<file path="src/rtl/axil_pkg.sv">
// axil_pkg: shared AXI-Lite definitions for the master controller slice.
//   axil_resp_e      - AXI response encoding (bresp/rresp)
//   axil_mst_state_e - master controller FSM states
//   is_busy()        - true while a transaction is in flight on the bus
package axil_pkg;

  typedef enum logic [1:0] {
    OKAY   = 2'b00,
    EXOKAY = 2'b01,
    SLVERR = 2'b10,
    DECERR = 2'b11
  } axil_resp_e;

  typedef enum logic [2:0] {
    IDLE    = 3'd0,
    WR_REQ  = 3'd1,
    WR_RESP = 3'd2,
    RD_REQ  = 3'd3,
    RD_RESP = 3'd4,
    RSP     = 3'd5
  } axil_mst_state_e;

  function automatic logic is_busy(input axil_mst_state_e s);
    return (s == WR_REQ) || (s == WR_RESP) || (s == RD_REQ) || (s == RD_RESP);
  endfunction

endpackage

</file>
<file path="src/rtl/axil_if.sv">
// AXI_LITE: AXI4-Lite signal bundle.
//   master modport drives aw*/w*/ar*, bready, rready; slave modport the reverse.
interface AXI_LITE #(
  parameter int unsigned ADDR_WIDTH = 32,
  parameter int unsigned DATA_WIDTH = 32
);
  logic [ADDR_WIDTH-1:0]   awaddr;
  logic                    awvalid;
  logic                    awready;
  logic [DATA_WIDTH-1:0]   wdata;
  logic [DATA_WIDTH/8-1:0] wstrb;
  logic                    wvalid;
  logic                    wready;
  logic [1:0]              bresp;
  logic                    bvalid;
  logic                    bready;
  logic [ADDR_WIDTH-1:0]   araddr;
  logic                    arvalid;
  logic                    arready;
  logic [DATA_WIDTH-1:0]   rdata;
  logic [1:0]              rresp;
  logic                    rvalid;
  logic                    rready;

  modport master (
    output awaddr, awvalid, wdata, wstrb, wvalid, bready, araddr, arvalid, rready,
    input  awready, wready, bresp, bvalid, arready, rdata, rresp, rvalid
  );

  modport slave (
    input  awaddr, awvalid, wdata, wstrb, wvalid, bready, araddr, arvalid, rready,
    output awready, wready, bresp, bvalid, arready, rdata, rresp, rvalid
  );
endinterface

</file>
<file path="src/rtl/axil_watchdog.sv">
// axil_watchdog: transaction watchdog for axi_lite_master_ctrl.
// Built only when AXIL_MASTER_TIMEOUT_EN is defined.
//   clk_i, rstn_i - clock, asynchronous active-low reset
//   clear_i       - command accept: restarts the count and clears the flag
//   run_i         - a transaction is in flight this cycle
//   timeout_o     - sticky flag, set once TIMEOUT_CYCLES in-flight cycles were counted
`ifdef AXIL_MASTER_TIMEOUT_EN
module axil_watchdog #(
  parameter int unsigned TIMEOUT_CYCLES = 1024
) (
  input  logic clk_i,
  input  logic rstn_i,
  input  logic clear_i,
  input  logic run_i,
  output logic timeout_o
);
  localparam int unsigned CW = $clog2(TIMEOUT_CYCLES + 1);
  localparam logic [CW-1:0] LIMIT = CW'(TIMEOUT_CYCLES);

  logic [CW-1:0] cnt_q;
  logic          flag_q;

  // Counter saturates at LIMIT; flag rises on the edge that completes the
  // LIMIT-th in-flight cycle and stays up until the next accept.
  always_ff @(posedge clk_i or negedge rstn_i) begin
    if (!rstn_i) begin
      cnt_q  <= '0;
      flag_q <= 1'b0;
    end else if (clear_i) begin
      cnt_q  <= '0;
      flag_q <= 1'b0;
    end else if (run_i && (cnt_q != LIMIT)) begin
      cnt_q <= cnt_q + CW'(1);
      if (cnt_q == LIMIT - CW'(1)) flag_q <= 1'b1;
    end
  end

  assign timeout_o = flag_q;
endmodule
`endif

</file>
<file path="src/rtl/axi_lite_master_ctrl.sv">
// axi_lite_master_ctrl: single-outstanding AXI-Lite initiator.
// Turns one-beat local commands into AXI-Lite reads/writes and returns data/response.
//   clk_i, rstn_i       - clock, asynchronous active-low reset
//   cmd_valid_i/ready_o - command handshake; cmd_write_i, cmd_addr_i, cmd_wdata_i payload
//   rsp_valid_o/ready_i - response handshake; rsp_rdata_o (0 for writes), rsp_resp_o
//   timeout_o           - watchdog flag; only active when AXIL_MASTER_TIMEOUT_EN is defined
//   axil                - AXI_LITE master port
// All AXI valid/ready outputs are registered.
module axi_lite_master_ctrl
  import axil_pkg::*;
#(
  parameter int unsigned ADDR_WIDTH     = 32,
  parameter int unsigned DATA_WIDTH     = 32,
  parameter int unsigned TIMEOUT_CYCLES = 1024
) (
  input  logic                  clk_i,
  input  logic                  rstn_i,
  input  logic                  cmd_valid_i,
  output logic                  cmd_ready_o,
  input  logic                  cmd_write_i,
  input  logic [ADDR_WIDTH-1:0] cmd_addr_i,
  input  logic [DATA_WIDTH-1:0] cmd_wdata_i,
  output logic                  rsp_valid_o,
  input  logic                  rsp_ready_i,
  output logic [DATA_WIDTH-1:0] rsp_rdata_o,
  output logic [1:0]            rsp_resp_o,
  output logic                  timeout_o,
  AXI_LITE.master               axil
);
  axil_mst_state_e       state_q;
  logic [ADDR_WIDTH-1:0] addr_q;
  logic [DATA_WIDTH-1:0] wdata_q;
  logic [DATA_WIDTH-1:0] rdata_q;
  axil_resp_e            resp_q;
  logic                  awvalid_q, wvalid_q, bready_q, arvalid_q, rready_q;
  logic                  cmd_accept;

  assign cmd_accept = cmd_valid_i && (state_q == IDLE);

  always_ff @(posedge clk_i or negedge rstn_i) begin
    if (!rstn_i) begin
      state_q   <= IDLE;
      addr_q    <= '0;
      wdata_q   <= '0;
      rdata_q   <= '0;
      resp_q    <= OKAY;
      awvalid_q <= 1'b0;
      wvalid_q  <= 1'b0;
      bready_q  <= 1'b0;
      arvalid_q <= 1'b0;
      rready_q  <= 1'b0;
    end else begin
      case (state_q)
        IDLE: begin
          if (cmd_valid_i) begin
            addr_q <= cmd_addr_i;
            if (cmd_write_i) begin
              wdata_q   <= cmd_wdata_i;
              awvalid_q <= 1'b1;
              wvalid_q  <= 1'b1;
              state_q   <= WR_REQ;
            end else begin
              arvalid_q <= 1'b1;
              state_q   <= RD_REQ;
            end
          end
        end
        WR_REQ: begin
          // A channel whose valid already dropped has completed; a channel
          // handshaking on this edge completes now.
          if (awvalid_q && axil.awready) awvalid_q <= 1'b0;
          if (wvalid_q && axil.wready)   wvalid_q  <= 1'b0;
          if ((!awvalid_q || axil.awready) && (!wvalid_q || axil.wready)) begin
            bready_q <= 1'b1;
            state_q  <= WR_RESP;
          end
        end
        WR_RESP: begin
          if (axil.bvalid) begin
            resp_q   <= axil_resp_e'(axil.bresp);
            rdata_q  <= '0;
            bready_q <= 1'b0;
            state_q  <= RSP;
          end
        end
        RD_REQ: begin
          if (axil.arready) begin
            arvalid_q <= 1'b0;
            rready_q  <= 1'b1;
            state_q   <= RD_RESP;
          end
        end
        RD_RESP: begin
          if (axil.rvalid) begin
            resp_q   <= axil_resp_e'(axil.rresp);
            rdata_q  <= axil.rdata;
            rready_q <= 1'b0;
            state_q  <= RSP;
          end
        end
        RSP: begin
          if (rsp_ready_i) state_q <= IDLE;
        end
        default: state_q <= IDLE;
      endcase
    end
  end

  assign cmd_ready_o  = (state_q == IDLE);
  assign rsp_valid_o  = (state_q == RSP);
  assign rsp_rdata_o  = rdata_q;
  assign rsp_resp_o   = resp_q;

  assign axil.awaddr  = addr_q;
  assign axil.araddr  = addr_q;
  assign axil.wdata   = wdata_q;
  assign axil.wstrb   = '1;
  assign axil.awvalid = awvalid_q;
  assign axil.wvalid  = wvalid_q;
  assign axil.bready  = bready_q;
  assign axil.arvalid = arvalid_q;
  assign axil.rready  = rready_q;

`ifdef AXIL_MASTER_TIMEOUT_EN
  axil_watchdog #(
    .TIMEOUT_CYCLES (TIMEOUT_CYCLES)
  ) u_watchdog (
    .clk_i     (clk_i),
    .rstn_i    (rstn_i),
    .clear_i   (cmd_accept),
    .run_i     (is_busy(state_q)),
    .timeout_o (timeout_o)
  );
`else
  logic unused_accept;
  assign unused_accept = cmd_accept;
  assign timeout_o     = 1'b0;
`endif

endmodule

</file>
<file path="src/flat_wrapper.sv">
// flat-port wrapper written by rule: the top's interface ports become plain ports
module axi_lite_master_ctrl_flat import axil_pkg::*;
#(
  parameter int unsigned ADDR_WIDTH     = 32,
  parameter int unsigned DATA_WIDTH     = 32,
  parameter int unsigned TIMEOUT_CYCLES = 1024
)
  (clk_i, rstn_i, cmd_valid_i, cmd_ready_o, cmd_write_i, cmd_addr_i, cmd_wdata_i, rsp_valid_o, rsp_ready_i, rsp_rdata_o, rsp_resp_o, timeout_o, axil_awaddr, axil_awvalid, axil_wdata, axil_wstrb, axil_wvalid, axil_bready, axil_araddr, axil_arvalid, axil_rready, axil_awready, axil_wready, axil_bresp, axil_bvalid, axil_arready, axil_rdata, axil_rresp, axil_rvalid);
  AXI_LITE #(.ADDR_WIDTH(ADDR_WIDTH), .DATA_WIDTH(DATA_WIDTH)) axil_i ();
  input  logic clk_i;
  input  logic rstn_i;
  input  logic cmd_valid_i;
  output logic cmd_ready_o;
  input  logic cmd_write_i;
  input  logic [ADDR_WIDTH-1:0] cmd_addr_i;
  input  logic [DATA_WIDTH-1:0] cmd_wdata_i;
  output logic rsp_valid_o;
  input  logic rsp_ready_i;
  output logic [DATA_WIDTH-1:0] rsp_rdata_o;
  output logic [1:0] rsp_resp_o;
  output logic timeout_o;
  output wire logic [$bits(axil_i.awaddr)-1:0] axil_awaddr;
  output wire logic [$bits(axil_i.awvalid)-1:0] axil_awvalid;
  output wire logic [$bits(axil_i.wdata)-1:0] axil_wdata;
  output wire logic [$bits(axil_i.wstrb)-1:0] axil_wstrb;
  output wire logic [$bits(axil_i.wvalid)-1:0] axil_wvalid;
  output wire logic [$bits(axil_i.bready)-1:0] axil_bready;
  output wire logic [$bits(axil_i.araddr)-1:0] axil_araddr;
  output wire logic [$bits(axil_i.arvalid)-1:0] axil_arvalid;
  output wire logic [$bits(axil_i.rready)-1:0] axil_rready;
  input wire logic [$bits(axil_i.awready)-1:0] axil_awready;
  input wire logic [$bits(axil_i.wready)-1:0] axil_wready;
  input wire logic [$bits(axil_i.bresp)-1:0] axil_bresp;
  input wire logic [$bits(axil_i.bvalid)-1:0] axil_bvalid;
  input wire logic [$bits(axil_i.arready)-1:0] axil_arready;
  input wire logic [$bits(axil_i.rdata)-1:0] axil_rdata;
  input wire logic [$bits(axil_i.rresp)-1:0] axil_rresp;
  input wire logic [$bits(axil_i.rvalid)-1:0] axil_rvalid;
  assign axil_awaddr = axil_i.awaddr;
  assign axil_awvalid = axil_i.awvalid;
  assign axil_wdata = axil_i.wdata;
  assign axil_wstrb = axil_i.wstrb;
  assign axil_wvalid = axil_i.wvalid;
  assign axil_bready = axil_i.bready;
  assign axil_araddr = axil_i.araddr;
  assign axil_arvalid = axil_i.arvalid;
  assign axil_rready = axil_i.rready;
  assign axil_i.awready = axil_awready;
  assign axil_i.wready = axil_wready;
  assign axil_i.bresp = axil_bresp;
  assign axil_i.bvalid = axil_bvalid;
  assign axil_i.arready = axil_arready;
  assign axil_i.rdata = axil_rdata;
  assign axil_i.rresp = axil_rresp;
  assign axil_i.rvalid = axil_rvalid;
  axi_lite_master_ctrl #(.ADDR_WIDTH(ADDR_WIDTH), .DATA_WIDTH(DATA_WIDTH), .TIMEOUT_CYCLES(TIMEOUT_CYCLES)) u_core (.clk_i(clk_i), .rstn_i(rstn_i), .cmd_valid_i(cmd_valid_i), .cmd_ready_o(cmd_ready_o), .cmd_write_i(cmd_write_i), .cmd_addr_i(cmd_addr_i), .cmd_wdata_i(cmd_wdata_i), .rsp_valid_o(rsp_valid_o), .rsp_ready_i(rsp_ready_i), .rsp_rdata_o(rsp_rdata_o), .rsp_resp_o(rsp_resp_o), .timeout_o(timeout_o), .axil(axil_i));
endmodule
</file>
<file path="config.mk">
export PLATFORM = sky130hd
export DESIGN_NAME = axi_lite_master_ctrl_flat
export DESIGN_NICKNAME = d
export VERILOG_FILES = /design/src/rtl/axil_pkg.sv /design/src/rtl/axil_if.sv /design/src/rtl/axil_watchdog.sv /design/src/rtl/axi_lite_master_ctrl.sv /design/src/flat_wrapper.sv
export SDC_FILE = /design/constraint.sdc
export NUM_CORES = 1
export LEC_CHECK = 0
export ABC_AREA = 1
export BUFFER_PORTS_ARGS = -buffer_cell sky130_fd_sc_hd__buf_4
export CORE_MARGIN = 2
export CORE_UTILIZATION = 49
export DETAILED_ROUTE_END_ITERATION = 10
export PLACE_DENSITY_LB_ADDON = 0.15
export SLEW_MARGIN = 20
export SYNTH_ARGS = -nofsm -noshare
export SYNTH_HDL_FRONTEND = slang
export SYNTH_SLANG_ARGS = --single-unit
export TNS_END_PERCENT = 1
</file>
<file path="constraint.sdc">
create_clock -name clk_i -period 3 [get_ports clk_i]
set_input_delay 0.6 -clock clk_i [delete_from_list [all_inputs] [get_ports clk_i]]
set_output_delay 0.6 -clock clk_i [all_outputs]
set_load 0.05 [all_outputs]
</file>
==> After elaboration in Yosys (flattened, before gate mapping) <==
Cells that the tools add are included.
{ "classes": {"eq_ne": 15, "n_reduce_logical": 22, "mux": 30} }
{ "ops": {"columns": ["cell", "count"], "rows": [
  ["two-way mux 32 bit", 2],
  ["one-hot mux 32 bit (2 select lines)", 1],
  ["two-way mux 3 bit", 6],
  ["one-hot mux 3 bit (6 select lines)", 1],
  ["AND reduction 3 bit", 4],
  ["AND reduction 4 bit", 3],
  ["two-way mux 1 bit", 11],
  ["!= test 2 x 1 -> 1 bit (second input constant)", 5],
  ["!= test 2 bit (second input constant)", 5],
  ["one-hot mux 1 bit (2 select lines)", 5],
  ["nonzero test 2 bit", 5],
  ["== test 3 x 2 -> 1 bit (second input constant)", 2],
  ["== test 3 bit (second input constant)", 2],
  ["two-way mux 2 bit", 3],
  ["AND reduction 6 bit", 1],
  ["one-hot mux 2 bit (2 select lines)", 1],
  ["== test 3 x 1 -> 1 bit (second input constant)", 1],
  ["logical AND 1 bit", 3],
  ["logical NOT 3 bit", 1],
  ["logical NOT 1 bit", 2],
  ["logical OR 1 bit", 2],
  ["AND reduction 2 bit", 1]
]} }
{ "totals": {"output_inout_bits": 142, "regBits": 106} }

==> Depth between registers and ports, before layout <==
Gate-level depths: netlist of run 1.
{ "depth": {"ltp_word": 5, "depth_mapped": 10, "mapped_depth_nobuf": 9} }

==> Least setup slack after synthesis of run 1 <==
OpenSTA, ideal clock, no wires.
{ "synth_path": {"kind": "register -> output", "start": "register u_core.state_q[1]", "end": "output port rsp_valid_o", "path_buffers": 0, "arrival_ns": 1.224, "path_slack_ns": 1.176, "stages_incl_launch_ff": 4, "required_ns": 2.400, "path_cell_list": "dfrtp_1 > inv_2 > nand2_1 > nor2_1"} }
{ "synth_via": {"elab_chain_len": 1} }
{ "synth_lines": {"columns": ["item", "line_no", "text"], "rows": [
  ["from (decl)", "axi_lite_master_ctrl.sv:30", "axil_mst_state_e state_q;"],
  ["from (signal assigned)", "axi_lite_master_ctrl.sv:42", "state_q <= IDLE;"],
  ["from (signal assigned)", "axi_lite_master_ctrl.sv:61", "state_q <= WR_REQ;"],
  ["from (signal assigned)", "axi_lite_master_ctrl.sv:64", "state_q <= RD_REQ;"],
  ["== test 3 bit", "axi_lite_master_ctrl.sv:110", "assign rsp_valid_o = (state_q == RSP);"],
  ["to (decl)", "flat_wrapper.sv:17", "output logic rsp_valid_o;"]
]} }
Every way passes these cells.

==> Worst setup path in the final report of run 1 <==
{ "layout_path": {"start": "register u_core.state_q[0]", "end": "register u_core.wdata_q[15], in the netlist u_core.axil.wdata[15]"} }
{ "layout_via": {"elab_chain_len": 2} }
{ "layout_lines": {"columns": ["item", "line_no", "text"], "rows": [
  ["logical NOT 3 bit", "axi_lite_master_ctrl.sv:53", "case (state_q)"],
  ["AND reduction 3 bit (no source line)", null, null],
  ["to (signal assigned)", "axi_lite_master_ctrl.sv:58", "wdata_q <= cmd_wdata_i;"],
  ["to (decl)", "axi_lite_master_ctrl.sv:32", "logic [DATA_WIDTH-1:0] wdata_q;"]
]} }
Every way passes these cells.
A chain may end at the register's enable or synchronous reset.

==> results of run 1 <==
==> logic make-up after synthesis <==
logic type / Yosys count / share of synthesized area, %
compound gates: 38 / 4.01
buf+inv: 80 / 11.0
flops: 106 / 55.9
other cells: 2 / 0.158
simple gates: 321 / 28.9
==> cell usage after synthesis (all sizes together) <==
| library cell | instances |
|---|---|
| nor2 | 9 |
| a21oi | 2 |
| inv | 16 |
| conb | 2 |
| dfrtp | 106 |
| buf | 63 |
| o21ai | 36 |
| nand4 | 1 |
| nand2 | 268 |
| nand3b | 1 |
| clkinv | 1 |
| nand3 | 42 |
==> path summary, 6_finish.rpt <==
path                                                     start                                  to  slack, ns  cells after the start
worst max-delay path             u_core.state_q[0]$_DFFE_PN0P_   u_core.axil.wdata[15]$_DFFE_PN0P_       0.84                      8
worst min-delay path                                    rstn_i   u_core.axil.wdata[10]$_DFFE_PN0P_       0.22                      1
worst max register to register   u_core.state_q[0]$_DFFE_PN0P_   u_core.axil.wdata[15]$_DFFE_PN0P_       0.84                      8
worst min register to register  u_core.axil.bready$_DFFE_PN0P_      u_core.axil.bready$_DFFE_PN0P_       0.49                      2
max in group asynchronous                               rstn_i  u_core.rsp_rdata_o[15]$_DFFE_PN0P_       2.06                      2
min in group clk_i                              cmd_addr_i[20]  u_core.axil.araddr[20]$_DFFE_PN0P_       0.43                      3
==> state kept, by name, indices dropped and copies added, names as in the netlist <==
signal               flops
u_core.axil.awvalid      1
u_core.rsp_resp_o        2
u_core.axil.bready       1
u_core.axil.wdata       32
u_core.rsp_rdata_o      32
u_core.axil.arvalid      1
u_core.axil.araddr      32
u_core.axil.rready       1
u_core.axil.wvalid       1
u_core.state_q           3
==> per-stage QoR <==
| stage | std cells | hold WS [ns] | area (sq um) |
|---|---|---|---|
| CTS | 880 | 0.237 | 6550 |
| global placement | 864 | 0.460 | 6330 |
| global route | 880 | 0.256 | 6550 |
| floorplan | 550 | 0.304 | 4760 |
| finish | 880 | 0.221 | 6550 |
| detailed placement | 864 | 0.466 | 6330 |
==> layout make-up <==
type                       count  area share (%)
timing repair buffer         248            28.6
clock inverter                 6            1.11
tap                          129            2.47
inverter                      17            1.01
clock buffer                  10            2.10
sequential                   106            40.5
multi-input combinational    364            24.1
==> routing by layer <==
layer  share of wire (%)  global-route usage (%)  vias up
met2                  51                    42.3      198
li1                    -                       -     2058
met3                 8.0                    5.34       20
met1                  39                    30.1     1986
met5                   0                       0        -
met4                 1.9                    7.59        0
==> cells in the final DEF, fill, tap and decap left out, drive strengths merged <==
master  instances
nand2         268
buf           248
dfrtp         106
nand3          42
o21ai          36
inv            19
clkbuf         10
nor2            9
conb            5
clkinv          3
a21oi           2
nand3b          1
nand4           1
bufinv          1
==> impl_metrics.ini, run 1 <==
[status]
status = complete, no violations

[worst_hold_path]
min_path_type = primary input to asynchronous set/reset pin

[timing]
fin_setup_tns_ns = 0
skew_ns = 0.0162
finalMaxSlewViolations = 0
min_period_ns = 2.16
tightest_slew_ns = 0.678
hold_viol = 0
worst_slack_ns = 0.842
rsz0062_at_grt = false
relSlewSlack_pct = 54.6
finalSetupViolations = 0
fin_crit_sh_pct = 71.9
max_freq_mhz = 463

[die]
die_x_microns = 102
ioPinCount = 252
fp.dieH_microns = 102
fp-row-count = 35
dieArea_sq_um = 10500
start_util_pct = 50.9
coreArea_sq_um = 9330

[routing]
wl_per_cell_microns = 14.4
drt_iter0_drc = 190
drc = 0
vias = 4262
via_per_inst = 4.84
firstDrtPassIters = 5
drtAntennaViolNets = 0
finalWirelength_mm = 12.7

[clock_tree]
cts_resized = 0
cts_hold_buffers = 0
htreeDepth = 3
clock-root-buffer = clkbuf_8
post-cts-setup-buffers = 0
clock-sinks = 106
cts_tree = yes
cts_made_buffers = 9
clk_path_buf_depth = 2
clock_latency_ns = 0.37
clk_pin_slew_ns = 0.11

[critical_path]
critPathMaxStageDelay_ns = 0.48
start_kind = flip-flop
path_cells = inv_2 -> nand2_2 -> nor2_4 -> nand2_4 -> nor2_8 -> inv_2 -> nand2_1 -> nand2_1
crit_path_end_kind = flip-flop
critPathMaxFanout = 35
critical_path_buf_inv_count = 2
worstSetupPathType = flip-flop to flip-flop
crit_required_ns = 3.26
cp.arrival_ns = 2.42
crit_family = simple AND/OR/NAND/NOR gates
slowest_stage = dfrtp_1

[placement]
pre_cts_ws_ns = 0.812
dpl.hpwl_mm = 9.59
gp_congestion = 0.824
portBuffers = 246

[finish]
n_antenna_cell = 0
fin_util_pct = 70.2
synthToLayoutAreaGrowth_pct = 37.9
drive_above_1_share_pct = 38.1
multiInputGateArea_sq_um = 1580
nets = 856
fillers = 748
regArea_sq_um = 2650

[synthesis]
ys_ff_latch = 106
syn-cell-area_sq_um = 4750
seq_area_frac_synth_pct = 55.9
yosys.cell_types.count = 23
synth_top_area_cell = dfrtp_1
yosys_warnings = 0
synth_top_area_share_pct = 55.9
ys_top_cells_by_area = dfrtp_1 56%, nand2_1 21%, buf_4 6.5%
synth_area_per_cell_sq_um = 8.68
netlist_instances = 547

[grt]
grt_pass1_wl_mm = 19.9
antenna_found_initial = 0
grt_overflow = 0
grt_usage_pct = 24.2
grt_max_degree = 63
grt_pass1_vias = 4186

[flow_run]
drv_cap = 0
Power of run 1 is left out: the tool's default activity adds up to more than one toggle a clock period on the data nets, which glitch-free logic cannot reach.
==> inputs of run 2 (changes only) <==
--- a/config.mk
+++ b/config.mk
@@ -8,7 +8,7 @@
 export ABC_AREA = 1
 export BUFFER_PORTS_ARGS = -buffer_cell sky130_fd_sc_hd__buf_4
 export CORE_MARGIN = 2
-export CORE_UTILIZATION = 49
+export CORE_UTILIZATION = 45
 export DETAILED_ROUTE_END_ITERATION = 10
 export PLACE_DENSITY_LB_ADDON = 0.15
 export SLEW_MARGIN = 20
==> constraint.sdc (replaced) <==
create_clock -name clk_i -period 2.06 [get_ports clk_i]
set_input_delay 0.412 -clock clk_i [delete_from_list [all_inputs] [get_ports clk_i]]
set_output_delay 0.412 -clock clk_i [all_outputs]
set_load 0.05 [all_outputs]
==> run 2 against run 1 <==
Effect of this change:
- clock skew is 0.0063 ns lower
- highest routed layer unchanged
- critical path type is now flip-flop to output port
- largest cell class unchanged
- final area grew 0.97%
- count of clock-buffer cells in the layout rose by 1
- first-iteration DRC count increased by 41%
- critical endpoint is now rsp_valid_o
- wire length down 1.9%
==> impl_metrics.ini, run 2 (synthesis gave the netlist of run 1 again) <==
[critical_path]
slowest_stage = dfrtp_1
crit_required_ns = 1.65
critPathMaxFanout = 9
worstSetupPathType = flip-flop to output port
path_cells = inv_1 -> nor2_1 -> buf_4
crit_path_end_kind = output port
reg2regPathDepth = 6
rrSetupSlack_ns = 0.34
start_kind = flip-flop
worstReg2RegStart = u_core.state_q[2]$_DFFE_PN0P_
crit_family = flip-flops
critical_path_buf_inv_count = 2
critPathMaxStageDelay_ns = 0.59
r2r_end = u_core.rsp_rdata_o[8]$_DFFE_PN0P_
cp.arrival_ns = 1.47

[clock_tree]
htreeDepth = 3
cts_resized = 0
cts_made_buffers = 9
clock-sinks = 106
clock_latency_ns = 0.36
post-cts-setup-buffers = 0
clock-root-buffer = clkbuf_8
cts_hold_buffers = 1
clk_path_buf_depth = 2
clk_pin_slew_ns = 0.10
cts_tree = yes

[routing]
wl_met1_mm = 4.96
top_layer_used = met4
route.met2.wl_mm = 6.21
finalWirelength_mm = 12.5
vias = 4226
firstDrtPassIters = 5
wl_met3_mm = 1.12
drc = 0
wl_per_cell_microns = 14.0
drtAntennaViolNets = 0
drt_iter0_drc = 267
via_per_inst = 4.74

[die]
dieArea_sq_um = 11400
die_x_microns = 107
start_util_pct = 46.2
fp-row-count = 37
ioPinCount = 252
fp.dieH_microns = 107
coreArea_sq_um = 10300

[grt]
antenna_found_initial = 0
grt_usage_pct = 21.9
grt_pass1_vias = 4131
grt_max_degree = 41
grt_pass1_wl_mm = 20.0
grt_overflow = 0

[timing]
skew_ns = 0.00992
tightest_slew_ns = 0.540
relSlewSlack_pct = 63.9
worst_slack_ns = 0.181
min_period_ns = 1.88
fin_crit_sh_pct = 91.2
fin_setup_tns_ns = 0
hold_viol = 0
finalMaxSlewViolations = 0
finalSetupViolations = 0
rsz0062_at_grt = false
max_freq_mhz = 532

[status]
status = complete, no violations

[finish]
final_cell_mix = 264 x nand2_1, 250 x buf_4, 106 x dfrtp_1
fillers = 891
layout_commonest_cell = nand2_1
drive_above_1_share_pct = 38.2
synthToLayoutAreaGrowth_pct = 39.3
n_antenna_cell = 0
nets = 862

[worst_hold_path]
worstHoldStart = cmd_wdata_i[3]
min_path_type = primary input to flip-flop
min_to = u_core.axil.wdata[3]$_DFFE_PN0P_
holdPathStages = 3

[placement]
dpl.hpwl_mm = 9.13
pre_cts_ws_ns = 0.382
portBuffers = 246
gp_congestion = 0.837

[flow_run]
drv_cap = 0
[run 2: layer usage]
metal  vias to the layer above  track usage (%)
li1                       2058                -
met1                      1963             27.1
met2                       191             37.4
met3                        14             6.50
met4                         0             6.12
met5                         -                0
[run 2: worst max-delay path by stage]
stage / start / end / slack (ns) / cells past startpoint
finish: u_core.state_q[2]$_DFFE_PN0P_ / rsp_valid_o / 0.18 / 3
global route: u_core.state_q[2]$_DFFE_PN0P_ / rsp_valid_o / 0.06 / 3
CTS: u_core.state_q[2]$_DFFE_PN0P_ / rsp_valid_o / 0.18 / 3
detailed placement: u_core.state_q[0]$_DFFE_PN0P_ / u_core.rsp_rdata_o[8]$_DFFE_PN0P_ / 0.38 / 7
global placement: u_core.state_q[2]$_DFFE_PN0P_ / u_core.rsp_rdata_o[6]$_DFFE_PN0P_ / 0.49 / 6
floorplan: u_core.state_q[0]$_DFFE_PN0P_ / u_core.axil.wdata[10]$_DFFE_PN0P_ / 0.42 / 10
[run 2: area by class of cell]
type                    instances  area, sq um  share of cell area, %
flip-flops and latches        106         2650                   40.1
inverters                      17         66.3                   1.00
clock inverters                 4         51.3                  0.776
multi-input cells             364         1580                   23.9
well taps                     136          170                   2.57
repair buffers                254         1950                   29.5
clock buffers                  11          141                   2.14
[run 2: metrics by stage]
step | util [%] | hold slack [ns] | instance area, sq um | std cells
floorplan | - | 0.116 | 4760 | 550
detailed placement | 62.3 | 0.398 | 6410 | 876
global route | 64.3 | 0.214 | 6610 | 892
global placement | 62.3 | 0.390 | 6410 | 876
CTS | 64.3 | 0.222 | 6610 | 892
finish | 64.3 | 0.244 | 6610 | 892
[run 2: tightest hold or removal path: cells and delay by family]
| family | cells | cell delay [ns] |
|---|---|---|
| simple gates | 2 | 0.09 |
| buf+inv | 1 | 0.07 |
Power of run 2 is left out for the same reason.
==> inputs of run 3 (changes only) <==
==> constraint.sdc (replaced) <==
create_clock -name clk_i -period 2.06 [get_ports clk_i]
set_input_delay 0.103 -clock clk_i [delete_from_list [all_inputs] [get_ports clk_i]]
set_output_delay 0.103 -clock clk_i [all_outputs]
set_load 0.05 [all_outputs]
==> run 3 against run 2 <==
Effect of this change:
- setup slack improved by 0.17 ns
- first-iteration DRC count rose by 6.7%
- sequential cell count did not move
- via count rose by 10%
- register-to-register slack barely moved
- final area rose by 15%
- clock skew fell by 0.0033 ns
- critical path depth rose by 4
- wire length rose by 15%
- critical path type is now flip-flop to flip-flop
- critical endpoint is now u_core.rsp_rdata_o[8]$_DFFE_PN0P_
==> impl_metrics.ini, run 3 (synthesis gave the netlist of run 1 again) <==
[status]
status = complete, no violations

[worst_hold_path]
worstHoldStart = axil_awready
min_path_type = primary input to flip-flop

[placement]
portBuffers = 246
gp_congestion = 0.836
dpl.hpwl_mm = 9.10
post_dp_cell_area_sq_um = 6390

[routing]
drtAntennaViolNets = 0
drt_iter0_drc = 285
vias = 4659
drc = 0
via_per_inst = 4.71
wl_per_cell_microns = 14.5
finalWirelength_mm = 14.3
firstDrtPassIters = 5

[pwr]
p_int_mw = 6.17
clock_power_share_pct = 9.8
comb_power_share_pct = 63.5
irDropWorstVdd_mv = 1.39
swShare_pct = 55.8
p_seq_share_pct = 26.6
power_density_nw_per_um2 = 1840
p_leak_nw = 4.25
p_sw_mw = 7.80

[grt]
grt_max_degree = 66
grt_pass1_wl_mm = 22.8
grt_overflow = 0
antenna_found_initial = 0
grt_pass1_vias = 4792
grt_usage_pct = 25.2

[timing]
skew_ns = 0.00658
finalSetupViolations = 0
min_period_ns = 1.71
rsz0062_at_grt = false
fin_crit_sh_pct = 83.0
hold_viol = 0
relSlewSlack_pct = 63.0
finalMaxSlewViolations = 0
max_freq_mhz = 585
tightest_slew_ns = 0.554
fin_setup_tns_ns = 0

[die]
fp-row-count = 37
coreArea_sq_um = 10300
dieArea_sq_um = 11400
ioPinCount = 252
die_x_microns = 107
start_util_pct = 46.2
fp.dieH_microns = 107

[critical_path]
worstReg2RegStart = u_core.state_q[0]$_DFFE_PN0P_
crit_required_ns = 2.37
crit_start = u_core.state_q[0]$_DFFE_PN0P_
crit_path_end_kind = flip-flop
cp.arrival_ns = 2.02
critPathMaxFanout = 34
worstSetupPathType = flip-flop to flip-flop
start_kind = flip-flop

[clock_tree]
cts_resized = 0
cts_made_buffers = 9
clock-sinks = 106
clk_path_buf_depth = 2
clock-root-buffer = clkbuf_8
htreeDepth = 3
clk_pin_slew_ns = 0.09
clock_latency_ns = 0.36
cts_tree = yes

[finish]
final_area_sq_um = 7580
synthToLayoutAreaGrowth_pct = 59.8
layout_commonest_cell = nand2_1
n_antenna_cell = 0
nets = 958
drive_above_1_share_pct = 33.8
final_cell_mix = 264 x nand2_1, 250 x buf_4, 106 x dfrtp_1

[flow_run]
drv_cap = 0
## run 3: area by class of cell
cell class	count	area [sq um]
Timing Repair Buffer	350	2900
Multi-Input combinational cell	364	1580
Inverter	17	66.3
Tap cell	136	170
Sequential cell	106	2650
Fill cell	751	2690
Clock buffer	15	186
Clock inverter	1	30.0
## run 3: routing by layer
metal | share of wire [%] | global-route usage, % | vias to the layer above | routed length [microns]
met4 | 2.1 | 10.7 | 0 | 304
met3 | 7.4 | 5.29 | 25 | 1060
met1 | 39 | 29.2 | 2189 | 5600
met2 | 51 | 45.0 | 192 | 7380
li1 | - | - | 2253 | -
met5 | 0 | 0 | - | 0
## run 3: what timing repair did
item	CTS	global route
endpoints found under the hold margin	138	0
buffers inserted	0	0
hold buffers	98	0
## run 3: metrics by stage
| step | instances | hold slack (ns) | setup slack, ns | util (%) | total power, mW |
|---|---|---|---|---|---|
| 2_1_floorplan | 550 | -0.193 | 0.416 | - | 10.2 |
| 3_3_place_gp | 875 | 0.117 | 0.492 | 62.1 | 12.3 |
| 3_5_place_dp | 875 | 0.123 | 0.405 | 62.1 | 12.4 |
| 4_1_cts | 989 | 0.00489 | 0.380 | 73.8 | 14.0 |
| 5_1_grt | 989 | 0.0346 | 0.202 | 73.8 | 14.6 |
| 6_report | 989 | 0.0250 | 0.351 | 73.8 | 14.0 |
## run 3: critical path: stages, from the launching register on
cell	delay, ns
dfrtp_1	0.48
nor2_1	0.16
nand2_1	0.14
nand2_2	0.13
inv_4	0.05
nor2_8	0.41
nand3_1	0.17
nand2_1	0.10
## run 3: path summary, 6_finish.rpt
path	end	slack [ns]	cells after the start
worst max-delay path	u_core.rsp_rdata_o[8]$_DFFE_PN0P_	0.35	7
worst min-delay path	u_core.axil.awvalid$_DFFE_PN0P_	0.03	4
worst max register to register	u_core.rsp_rdata_o[8]$_DFFE_PN0P_	0.35	7
worst min register to register	u_core.axil.wdata[13]$_DFFE_PN0P_	0.48	2
max in group asynchronous	u_core.axil.awvalid$_DFFE_PN0P_	1.06	3
min in group asynchronous	u_core.rsp_rdata_o[3]$_DFFE_PN0P_	0.26	2
## run 3: power groups by stage
stage / Sequential (mW) / Combinational [mW] / Clock (mW)
after floorplan: 6.77 / 3.41 / 0
after CTS: 3.70 / 8.86 / 1.40
after detailed placement: 3.72 / 8.71 / 0
final: 3.72 / 8.87 / 1.37
after global routing: 3.83 / 9.33 / 1.47
after global placement: 3.68 / 8.62 / 0
(Power assumes the default switching activity.)
